## config.mk

```make
export PLATFORM = sky130hd
export DESIGN_NAME = rx_prbs_sync
export DESIGN_NICKNAME = d
export VERILOG_FILES = /design/src/rtl/rx_pkg.sv /design/src/rtl/rx_prbs_sync.sv
export SDC_FILE = /design/constraint.sdc
export NUM_CORES = 1
export LEC_CHECK = 0
export CAP_MARGIN = 20
export CORE_MARGIN = 2
export CORE_UTILIZATION = 61
export DETAILED_ROUTE_END_ITERATION = 8
export DONT_BUFFER_PORTS = 1
export GPL_TIMING_DRIVEN = 0
export PLACE_DENSITY = 0.74
export REMOVE_ABC_BUFFERS = 1
export SYNTH_ARGS = -nofsm -noshare
export SYNTH_HDL_FRONTEND = slang
export SYNTH_SLANG_ARGS = --single-unit
```

## constraint.sdc

```tcl
create_clock -name clock -period 2.8 [get_ports clock]
set_clock_uncertainty 0.05 [all_clocks]
set_input_delay 0.28 -clock clock [delete_from_list [all_inputs] [get_ports clock]]
set_output_delay 0.28 -clock clock [all_outputs]
set_load 0.02 [all_outputs]
```

## src/rtl/rx_pkg.sv

```systemverilog
// rtl/rx_pkg.sv - shared rx/tx PRBS9 constants, sync FSM encoding and BPSK map
package rx_pkg;

    typedef enum logic {
        ST_SEARCH = 1'b0,
        ST_CHECK  = 1'b1
    } sync_state_t;

    // x^9 + x^5 + 1: taps are the register stages holding s[n-9] and s[n-5]
    localparam int PRBS_LEN    = 9;
    localparam int PRBS_TAP_HI = 8;
    localparam int PRBS_TAP_LO = 4;

    // bit value carried by a negative sample; zero and positive samples slice to the other value
    localparam logic BPSK_NEG_BIT = 1'b1;

    function automatic logic prbs9_predict(input logic [PRBS_LEN-1:0] state);
        return state[PRBS_TAP_HI] ^ state[PRBS_TAP_LO];
    endfunction

endpackage

```

## src/rtl/rx_prbs_sync.sv

```systemverilog
// rtl/rx_prbs_sync.sv - self-synchronising PRBS9 tracker with windowed loss-of-lock monitor
module rx_prbs_sync
    import rx_pkg::*;
#(
    parameter int WIN_LEN = 64,
    parameter int ERR_THR = 8
) (
    input  logic clock,
    input  logic i_reset,
    input  logic i_bit_valid,
    input  logic i_bit,
    output logic o_lock,
    output logic o_check,
    output logic o_err
);

    localparam int NB_WIN  = $clog2(WIN_LEN);
    localparam int NB_WERR = $clog2(ERR_THR + 1);
    localparam int NB_FILL = $clog2(PRBS_LEN + 1);

    sync_state_t          r_state, w_next_state;
    logic [PRBS_LEN-1:0]  r_lfsr, w_next_lfsr;
    logic [NB_FILL-1:0]   r_fill, w_next_fill;
    logic [NB_WIN-1:0]    r_win_cnt, w_next_win_cnt;
    logic [NB_WERR-1:0]   r_win_err, w_next_win_err;

    logic                 w_pred;
    logic                 w_err;
    logic [PRBS_LEN-1:0]  w_shift_rx;
    logic [NB_WERR-1:0]   w_werr_sum;

    assign w_pred     = prbs9_predict(r_lfsr);
    assign w_err      = i_bit ^ w_pred;
    assign w_shift_rx = {r_lfsr[PRBS_LEN-2:0], i_bit};
    assign w_werr_sum = r_win_err + NB_WERR'(w_err);

    always_comb begin
        w_next_state   = r_state;
        w_next_lfsr    = r_lfsr;
        w_next_fill    = r_fill;
        w_next_win_cnt = r_win_cnt;
        w_next_win_err = r_win_err;
        if (i_bit_valid) begin
            case (r_state)
                ST_SEARCH: begin
                    w_next_lfsr = w_shift_rx;
                    if (r_fill == NB_FILL'(PRBS_LEN - 1)) begin
                        // an all-zero register is the LFSR lock-up state, never lock on it
                        w_next_fill = '0;
                        if (|w_shift_rx) begin
                            w_next_state   = ST_CHECK;
                            w_next_win_cnt = '0;
                            w_next_win_err = '0;
                        end
                    end else begin
                        w_next_fill = r_fill + NB_FILL'(1);
                    end
                end
                ST_CHECK: begin
                    // free-run on the prediction so a received error cannot corrupt the reference
                    w_next_lfsr = {r_lfsr[PRBS_LEN-2:0], w_pred};
                    if (w_werr_sum >= NB_WERR'(ERR_THR)) begin
                        w_next_state   = ST_SEARCH;
                        w_next_fill    = '0;
                        w_next_win_cnt = '0;
                        w_next_win_err = '0;
                    end else if (r_win_cnt == NB_WIN'(WIN_LEN - 1)) begin
                        w_next_win_cnt = '0;
                        w_next_win_err = '0;
                    end else begin
                        w_next_win_cnt = r_win_cnt + NB_WIN'(1);
                        w_next_win_err = w_werr_sum;
                    end
                end
                default: w_next_state = ST_SEARCH;
            endcase
        end
    end

    always_ff @(posedge clock) begin
        if (!i_reset) begin
            r_state   <= ST_SEARCH;
            r_lfsr    <= '0;
            r_fill    <= '0;
            r_win_cnt <= '0;
            r_win_err <= '0;
        end else begin
            r_state   <= w_next_state;
            r_lfsr    <= w_next_lfsr;
            r_fill    <= w_next_fill;
            r_win_cnt <= w_next_win_cnt;
            r_win_err <= w_next_win_err;
        end
    end

    assign o_lock  = (r_state == ST_CHECK);
    assign o_check = i_bit_valid && (r_state == ST_CHECK);
    assign o_err   = o_check && w_err;

endmodule

```

# Word level (Yosys, flattened, before mapping)
# Cells that the tools add are included.
# word_totals
register_bits,24
inputBits,4
output_inout_bits,3
word_cells,40
# op_classes
n_addsub,3
magnitude_cmp,1
eq_ne,5
mux,18
bitwise,3
n_reduce_logical,5
# ops
cell,n
$mux 4,6
$mux 6,4
$pmux 9 s2,1
$pmux 4 s2,2
$pmux 6 s2,1
$reduce_or 9->1,1
$add 6x1->6 const B,1
$eq 6x6->1 const B,1
$add 4x1->4,1
$add 4x1->4 const B,1
$eq 4x4->1 const B,1
$ge 4x4->1 const B,1
$ne 2x2->1 const B,2
$mux 1,3
$reduce_and 3->1,1
$logic_and 1x1->1,2
$ne 2x1->1 const B,1
$pmux 1 s2,1
$reduce_and 2->1,1
$xor 1x1->1,2
$not 1->1,1

# Longest topological paths before layout
# Gate-level depths: netlist of the first run.
# logic_depth
ltp_word,6
ltp_mapped,8
mapped_depth_nobuf,7

# Worst setup path before layout of the first run
# OpenSTA, ideal clock, no wires.
# synth_timing
path_kind,flip-flop to flip-flop
startpoint,register r_lfsr[4]
endpoint,register r_win_cnt[4]
setup_ns,0.075
arrival_ns,1.867
required_ns,2.675
setup_slack_ns,0.809
stages_incl_launch_ff,8
n_path_buf,0
period_less_slack_ns,1.991
cell_sequence,dfxtp_1 -> xnor2_1 -> xnor2_1 -> ha_1 -> and3_2 -> mux2i_1 -> or4bb_1 -> o22ai_1
# synth_via
elab_chain_len,6
word_cells_on_any_way,9
cone_classes,add/sub: 1; order compare: 1; eq/ne: 1; mux: 2; bitwise: 2; reduce/logical: 2
# synth_rtl
item,line_no,source
"start, declared",rx_prbs_sync.sv:22,"logic [PRBS_LEN-1:0] r_lfsr, w_next_lfsr;"
"start signal, assigned",rx_prbs_sync.sv:89,r_lfsr <= w_next_lfsr;
$xor 1x1->1,rx_pkg.sv:18,return state[PRBS_TAP_HI] ^ state[PRBS_TAP_LO];
$xor 1x1->1,rx_prbs_sync.sv:33,assign w_err = i_bit ^ w_pred;
$add 4x1->4,rx_prbs_sync.sv:35,assign w_werr_sum = r_win_err + NB_WERR'(w_err);
$ge 4x4->1,rx_prbs_sync.sv:62,if (w_werr_sum >= NB_WERR'(ERR_THR)) begin
$mux 6,rx_prbs_sync.sv:62,
$pmux 6 s2,rx_prbs_sync.sv:44,case (r_state)
"end signal, assigned",rx_prbs_sync.sv:91,r_win_cnt <= w_next_win_cnt;
"end, declared",rx_prbs_sync.sv:24,"logic [NB_WIN-1:0] r_win_cnt, w_next_win_cnt;"
# Several ways; a longest one is shown, not always the timed one.
# A chain may end at the register's enable or synchronous reset.

# Worst setup path after layout of the first run
# layout_timing
startpoint,register r_lfsr[4]
endpoint,register r_win_cnt[0]
# Same word-level chain as after synthesis.

==> summary.txt, run 1 <==
Max FO, Critical Path - 13
RSZ-0062 raised after global routing - false
Final wirelength - 2400 um
Syn. warnings - 0
Root buf cell - clkbuf_4
Post-synthesis sequential area ratio - 0.366
Final hold slack - 0.0221 ns
Initial antenna violation count - 0
Io pins - 7
Ratio of cells with drive above 1 in the final layout - 0.145
Port bufs - 0
Critical path required time - 2.99 ns
Commonest cells after routing, fill and taps aside - dfxtp_1 (24), nor2_1 (15), nand2_1 (13), mux2i_1 (8)
Power Density - 423 nW/um^2
Vias per cell - 5.97
Setup Viol. Count Final - 0
Synth Flop Type - dfxtp_1
Critical Path, Cell by Cell - xnor2_1 > xnor2_1 > ha_1 > and3_2 > mux2i_2 > nand4bb_2 > o31ai_1
# rows - 16
Post-route setup TNS - 0 ns
Peak VDD IR - 412 uV
Synth Register Bits - 24
Crit path DAT - 2.75 ns
CTS clock-pin slew for the worst setup and hold paths - 0.13 ns
CP Class - register to register
Initial core utilization - 0.656
Slew Viols, Final - 0
Worst skew pair latency - 0.32 ns
Sink Count - 24
Antenna diode count - 0
Synthesized instance count - 141
Slew headroom - 0.532
Family with the most delay on the worst path - multiplexers
# nets final - 148
Num CTS Buffers - 3
Crit end category - register
Hold Path Class - primary input to register
Post-synth EDFFs - 0
Crit-path max cell delay - 0.62 ns
Clk buf depth - 2
Status - finished clean
Asr flop ratio synth - 0
MaxCap Viol Count - 0
Die width - 50.4 um
LEAKAGE - 0.000494 uW
DPL Wire Length - 1640 um
Max Freq - 390 MHz
GRT Resource Usage Total - 0.213
Layout fillers - 170
CP most frequent cell - xnor2_1
Vias in the first global route - 932
GRT overflow - 0
Critical path buffers and inverters - 0
Syn avg cell area - 9.31 um^2
Most common cell after layout, fill and taps aside - dfxtp_1
# DRC - 0
Full die area - 2540 um^2
Area of the core - 2000 um^2
Overall die height - 50.4 um
Endpoints failing hold - 0
Min cycle time layout - 2.56 ns
DR WL/cell - 14.6 um
Slew at the pin closest to its max-slew limit - 0.689 ns
Largest net degree at the start of global routing - 21
Slowest cell on crit path - mux2i_2
Routed via count - 985
Mapped Area - 1310 um^2
Worst setup SP type - register
Fin crit share - 0.915
P&R area growth vs syn - 1.91%
1st-pass router iterations - 4
First-pass GRT wire length - 4130 um
Routability cong. - 0.821
1st-iter DRT viols - 14
H-tree depth - 1
CTS tree - built
Final ANT Viol Nets - 0
Synth unique cells - 46
layout make-up:
type | count | area (um^2) | area share
inverters | 5 | 18.8 | 0.0140
repair buffers | 1 | 10.0 | 0.00748
flip-flops and latches | 24 | 480 | 0.359
clock buffers | 4 | 36.3 | 0.0271
multi-input cells | 104 | 758 | 0.567
well taps | 27 | 33.8 | 0.0253
worst reg2reg max path, delay by kind of cell, from the launching register on:
| kind | cells | cell delay (ns) |
|---|---|---|
| and+or+nand+nor | 2 | 0.57 |
| xor gates and xnor gates | 2 | 0.42 |
| muxes | 1 | 0.62 |
| AOI/OAI and AO/OA | 1 | 0.27 |
| DFF | 1 | 0.37 |
| adders and majority gates | 1 | 0.20 |
layer usage:
metal	part of all wire	wire [um]	global-route usage	up-vias
li1	-	-	-	507
met1	0.50	1200	0.274	462
met2	0.46	1090	0.349	13
met3	0.035	83	0.0506	3
met4	0.0096	23	0.0721	0
met5	0	0	0	-
state kept, by name, indices dropped and copies added (netlist names):
name / count
r_lfsr: 9
r_win_cnt: 6
r_fill: 4
r_win_err: 4
o_lock: 1
Yosys cell counts (4+ instances only):
cell type	n	area share
nand2_1	13	0.037
inv_1	5	0.014
o22ai_1	4	0.019
a211oi_1	4	0.023
a21oi_1	5	0.019
ha_1	5	0.048
nand3_1	4	0.015
nor2_1	15	0.043
dfxtp_1	24	0.37
mux2i_1	9	0.069
metrics by stage:
stage	total power, uW	worst slack (ns)	util	cell area, um^2	cells
6_report	565	0.238	0.668	1340	165
5_1_grt	591	0.0633	0.668	1340	165
4_1_cts	566	0.197	0.663	1330	164
3_5_place_dp	386	0.00174	0.643	1290	160
3_3_place_gp	385	-0.0191	0.643	1290	160
2_1_floorplan	380	0.473	-	1250	133
timing repair:
| item | 4_1_cts | 5_1_grt |
|---|---|---|
| hold endpoints to repair | 0 | 1 |
| setup buffers | 0 | 0 |
| gates resized for setup | 1 | 0 |
| endpoints found under the setup margin | 7 | 0 |
| hold buffers | 0 | 1 |
power by group:
part           internal, uW  leakage (uW)  switching [uW]
clock                  79.5     0.0000210             106
sequential              346      0.000194            3.82
combinational          14.2      0.000280            16.3
total                   439      0.000494             126
kinds of logic (layout without fill, tap and decap cells):
group,count (synthesis),after routing,synth area share
buf+inv,13,10,0.0591
compound gates,30,30,0.175
flops,24,24,0.366
xor+xnor,3,3,0.0200
fa+ha+maj,5,5,0.0477
mux,9,9,0.0686
simple gates,57,57,0.263
final timing paths:
| kind | cells past startpoint | from | end | slack [ns] |
|---|---|---|---|---|
| setup / recovery | 7 | r_lfsr[4] | r_win_cnt[0] | 0.24 |
| hold / removal | 1 | i_reset | o_lock | 0.02 |
| setup reg to reg | 7 | r_lfsr[4] | r_win_cnt[0] | 0.24 |
| hold reg to reg | 2 | r_win_err[3] | r_win_err[3] | 0.43 |
Note: power is estimated with default switching activity, not from simulation.
==> run 2: changes to the inputs <==
--- a/config.mk
+++ b/config.mk
@@ -6,5 +6,4 @@
 export NUM_CORES = 1
 export LEC_CHECK = 0
-export CAP_MARGIN = 20
 export CORE_MARGIN = 2
 export CORE_UTILIZATION = 61
--- a/constraint.sdc
+++ b/constraint.sdc
@@ -3,3 +3,3 @@
 set_input_delay 0.28 -clock clock [delete_from_list [all_inputs] [get_ports clock]]
 set_output_delay 0.28 -clock clock [all_outputs]
-set_load 0.02 [all_outputs]
+set_load 0.01 [all_outputs]
==> results of run 2 <==
The final DEF is identical to that of run 1. Status: finished clean.
Among the figures that moved: setup slack after placement 0.00174 ns -> 0.00171 ns
==> edit: new RTL, settings of run 1 <==
`WIN_LEN`: 64 -> 128.
--- a/src/rtl/rx_prbs_sync.sv
+++ b/src/rtl/rx_prbs_sync.sv
@@ -4,3 +4,3 @@
 #(
-    parameter int WIN_LEN = 64,
+    parameter int WIN_LEN = 128,
     parameter int ERR_THR = 8
Function: no difference found for any inputs over 10 cycles, from zero or initial values and one cycle with i_reset low; that may be too few to reach the edited logic, so the function may still have changed.
==> edit against run 1 <==
  * Final cell count rose by 3.0%
  * Synthesized area rose by 2.7%
  * Worst setup slack improved by 0.24 ns
  * Routed wire length rose by 1.1%
  * Sequential cell count rose by 1
  * Count of clock-buffer cells in the layout fell by 1
  * Synthesized cell count rose by 2.8%
  * Die area rose by 2.5%
  * Final area rose by 2.1%
  * Total power fell by 0.11%
  * Largest power group unchanged
  * Highest routed layer unchanged
==> edit: results (changes against run 1) <==
Clock network:
- The clock slew seen by the registers of the worst setup and hold paths is 0.14 ns.
- The number of gates resized after cts came to 0 (was 1).
- The level count of the clock H-tree is 1 (unchanged).
- The number of buffers added by the clock tree synthesis step came to 3 (unchanged).
- The number of hold buffers added after CTS is 0 (unchanged).
- The number of buffers inserted by post-CTS setup repair is 0 (unchanged).
- The CTS root buffer is clkbuf_4 (unchanged).
- The latest clock arrival within the worst-skew pair is 0.31 ns.
- The maximum root-to-sink buffer count came to 2 (unchanged).

Finish:
- The number of fillers in the final layout is 192 (was 170).
- Largest regs: r_lfsr (9), r_win_cnt (7) (was r_lfsr (9), r_win_cnt (6)).
- The count of placed standard cells in the final layout, fillers left out is 170 (was 165).
- The final layout net count is 152 (was 148).
- The register name with the most flops is r_lfsr (unchanged).
- The proportion of layout cells with a drive suffix above 1 is 0.113 (was 0.145).
- The antenna cell count is 0 (unchanged).
- The area added between synthesis and finish was 1.30% (was 1.91%).

Synthesis:
- The share of synthesized flip-flops with an asynchronous set or reset is 0 (unchanged).
- The sequential share of the synthesized area was 0.371 (was 0.366).
- Cells taking the most area after synthesis: dfxtp_1, mux2i_1, a211oi_2 (was dfxtp_1, mux2i_1, ha_1).
- The number of warnings issued by yosys is 0 (unchanged).
- The prevailing post-synth register cell is dfxtp_1 (unchanged).
- The number of different library cells in the post-synthesis netlist came to 41 (was 46).
- The synthesized instance count is 145 (was 141).
- Commonest cells in the synthesized netlist: dfxtp_1, nor2_1, nand3_1 (was dfxtp_1, nor2_1, nand2_1).

Power and ir drop:
- The power drawn by the combinational cells is 0.0000360 W (was 0.0000305 W).
- The power in the clock group is 0.000163 W (was 0.000185 W).
- The power after layout came to 0.000565 W (about the same).
- The maximum resistive drop on vdd is 324 µV (was 412 µV).
- The static leakage is 0.481 nW (was 0.494 nW).
- The net switching power of the design is 0.000137 W (was 0.000126 W).

Drt:
- The count of routing violations after the opening detailed-route iteration is 23 (was 14).
- The routed length per placed instance is 14.3 µm (was 14.6 µm).
- The ratio of routed vias to standard cells is 6.15 (was 5.97).
- The first-pass iteration count of the detailed router came to 4 (unchanged).

Global routing:
- The number of antenna violations at the first check in global routing is 0 (unchanged).
- The pin count of the biggest net entering global routing was 21 (unchanged).
- The total global routing track utilization is 0.221 (was 0.213).
- The via count of the first global-routing pass came to 1004 (was 932).
- The met1 track utilization from global routing is 0.276 (was 0.274).
- The routing usage on met3 was 0.0380 (was 0.0506).
- The met2 track utilization from global routing is 0.387 (was 0.349).
- The first-pass GRT wire length came to 4370 µm (was 4130 µm).

Timing:
- The normalized max-slew margin is 0.509 (was 0.532).

Hold path:
- The type of the most critical hold path is in2reg (unchanged).

Place:
- The final estimated routing congestion in global placement is 0.803 (was 0.821).
- The worst setup slack before clock tree synthesis is 0.502 ns (was 0.00174 ns).
- The final HPWL from detailed placement is 1780 µm (was 1640 µm).
- The port buffer count came to 0 (unchanged).

Flow run:
- The total of max-cap violations was 0 (unchanged).

Outcome:
- Run status: finished clean (unchanged).

Setup path:
- The maximum fanout along the worst path was 9 (was 13).
## edit: cell types whose count changed in the layout (fill, tap and decap cells not counted), sizes merged, moves of 2 or more
cell    change
nand2       -7
a211oi      +4
o22ai       -5
nand3       +6
inv         +2
nand4       +3
nand4b      -2
nor2        +4
and4        +2
o21ai       +2
## edit: worst max-delay path, stage by stage (launching register included)
cell	delay, ns
dfxtp_1	0.37
xnor2_1	0.23
xnor2_1	0.17
ha_1	0.20
and3_1	0.24
mux2i_2	0.56
a211oi_4	0.23
a211oi_2	0.19
## edit: cell families (layout without fill, tap and decap cells)
group	count (synthesis)	in the layout	synth area share
AO/OA/AOI/OAI	32	32	0.195
adder cells (fa/ha/maj)	5	5	0.0464
flip-flops	25	25	0.371
XOR/XNOR	3	3	0.0195
multiplexers	9	9	0.0696
buffers and inverters	14	11	0.0548
AND/OR/NAND/NOR	57	57	0.243
## edit: path summary, 6_finish.rpt
path                          startpoint                         to  slack (ns)  cells past startpoint
setup / recovery  r_lfsr[4]$_SDFFE_PN0P_  r_win_cnt[5]$_SDFFE_PN0P_        0.48                      7
hold / removal               i_bit_valid     r_fill[1]$_SDFFE_PN0P_        0.05                      2
setup reg to reg  r_lfsr[4]$_SDFFE_PN0P_  r_win_cnt[5]$_SDFFE_PN0P_        0.48                      7
hold reg to reg   r_fill[1]$_SDFFE_PN0P_     r_fill[1]$_SDFFE_PN0P_        0.48                      2
## edit: area by class of cell
cell class / instances / area share
Clock inverter: 1 / 0.00550
Tap cell: 28 / 0.0257
Sequential cell: 25 / 0.367
Inverter: 7 / 0.0192
Multi-Input combinational cell: 106 / 0.566
Clock buffer: 3 / 0.0165
## edit: per-layer routing
layer | wire (µm) | share of wire
met3 | 80 | 0.033
met5 | 0 | 0
met2 | 1220 | 0.50
met1 | 1120 | 0.46
met4 | 8 | 0.0033
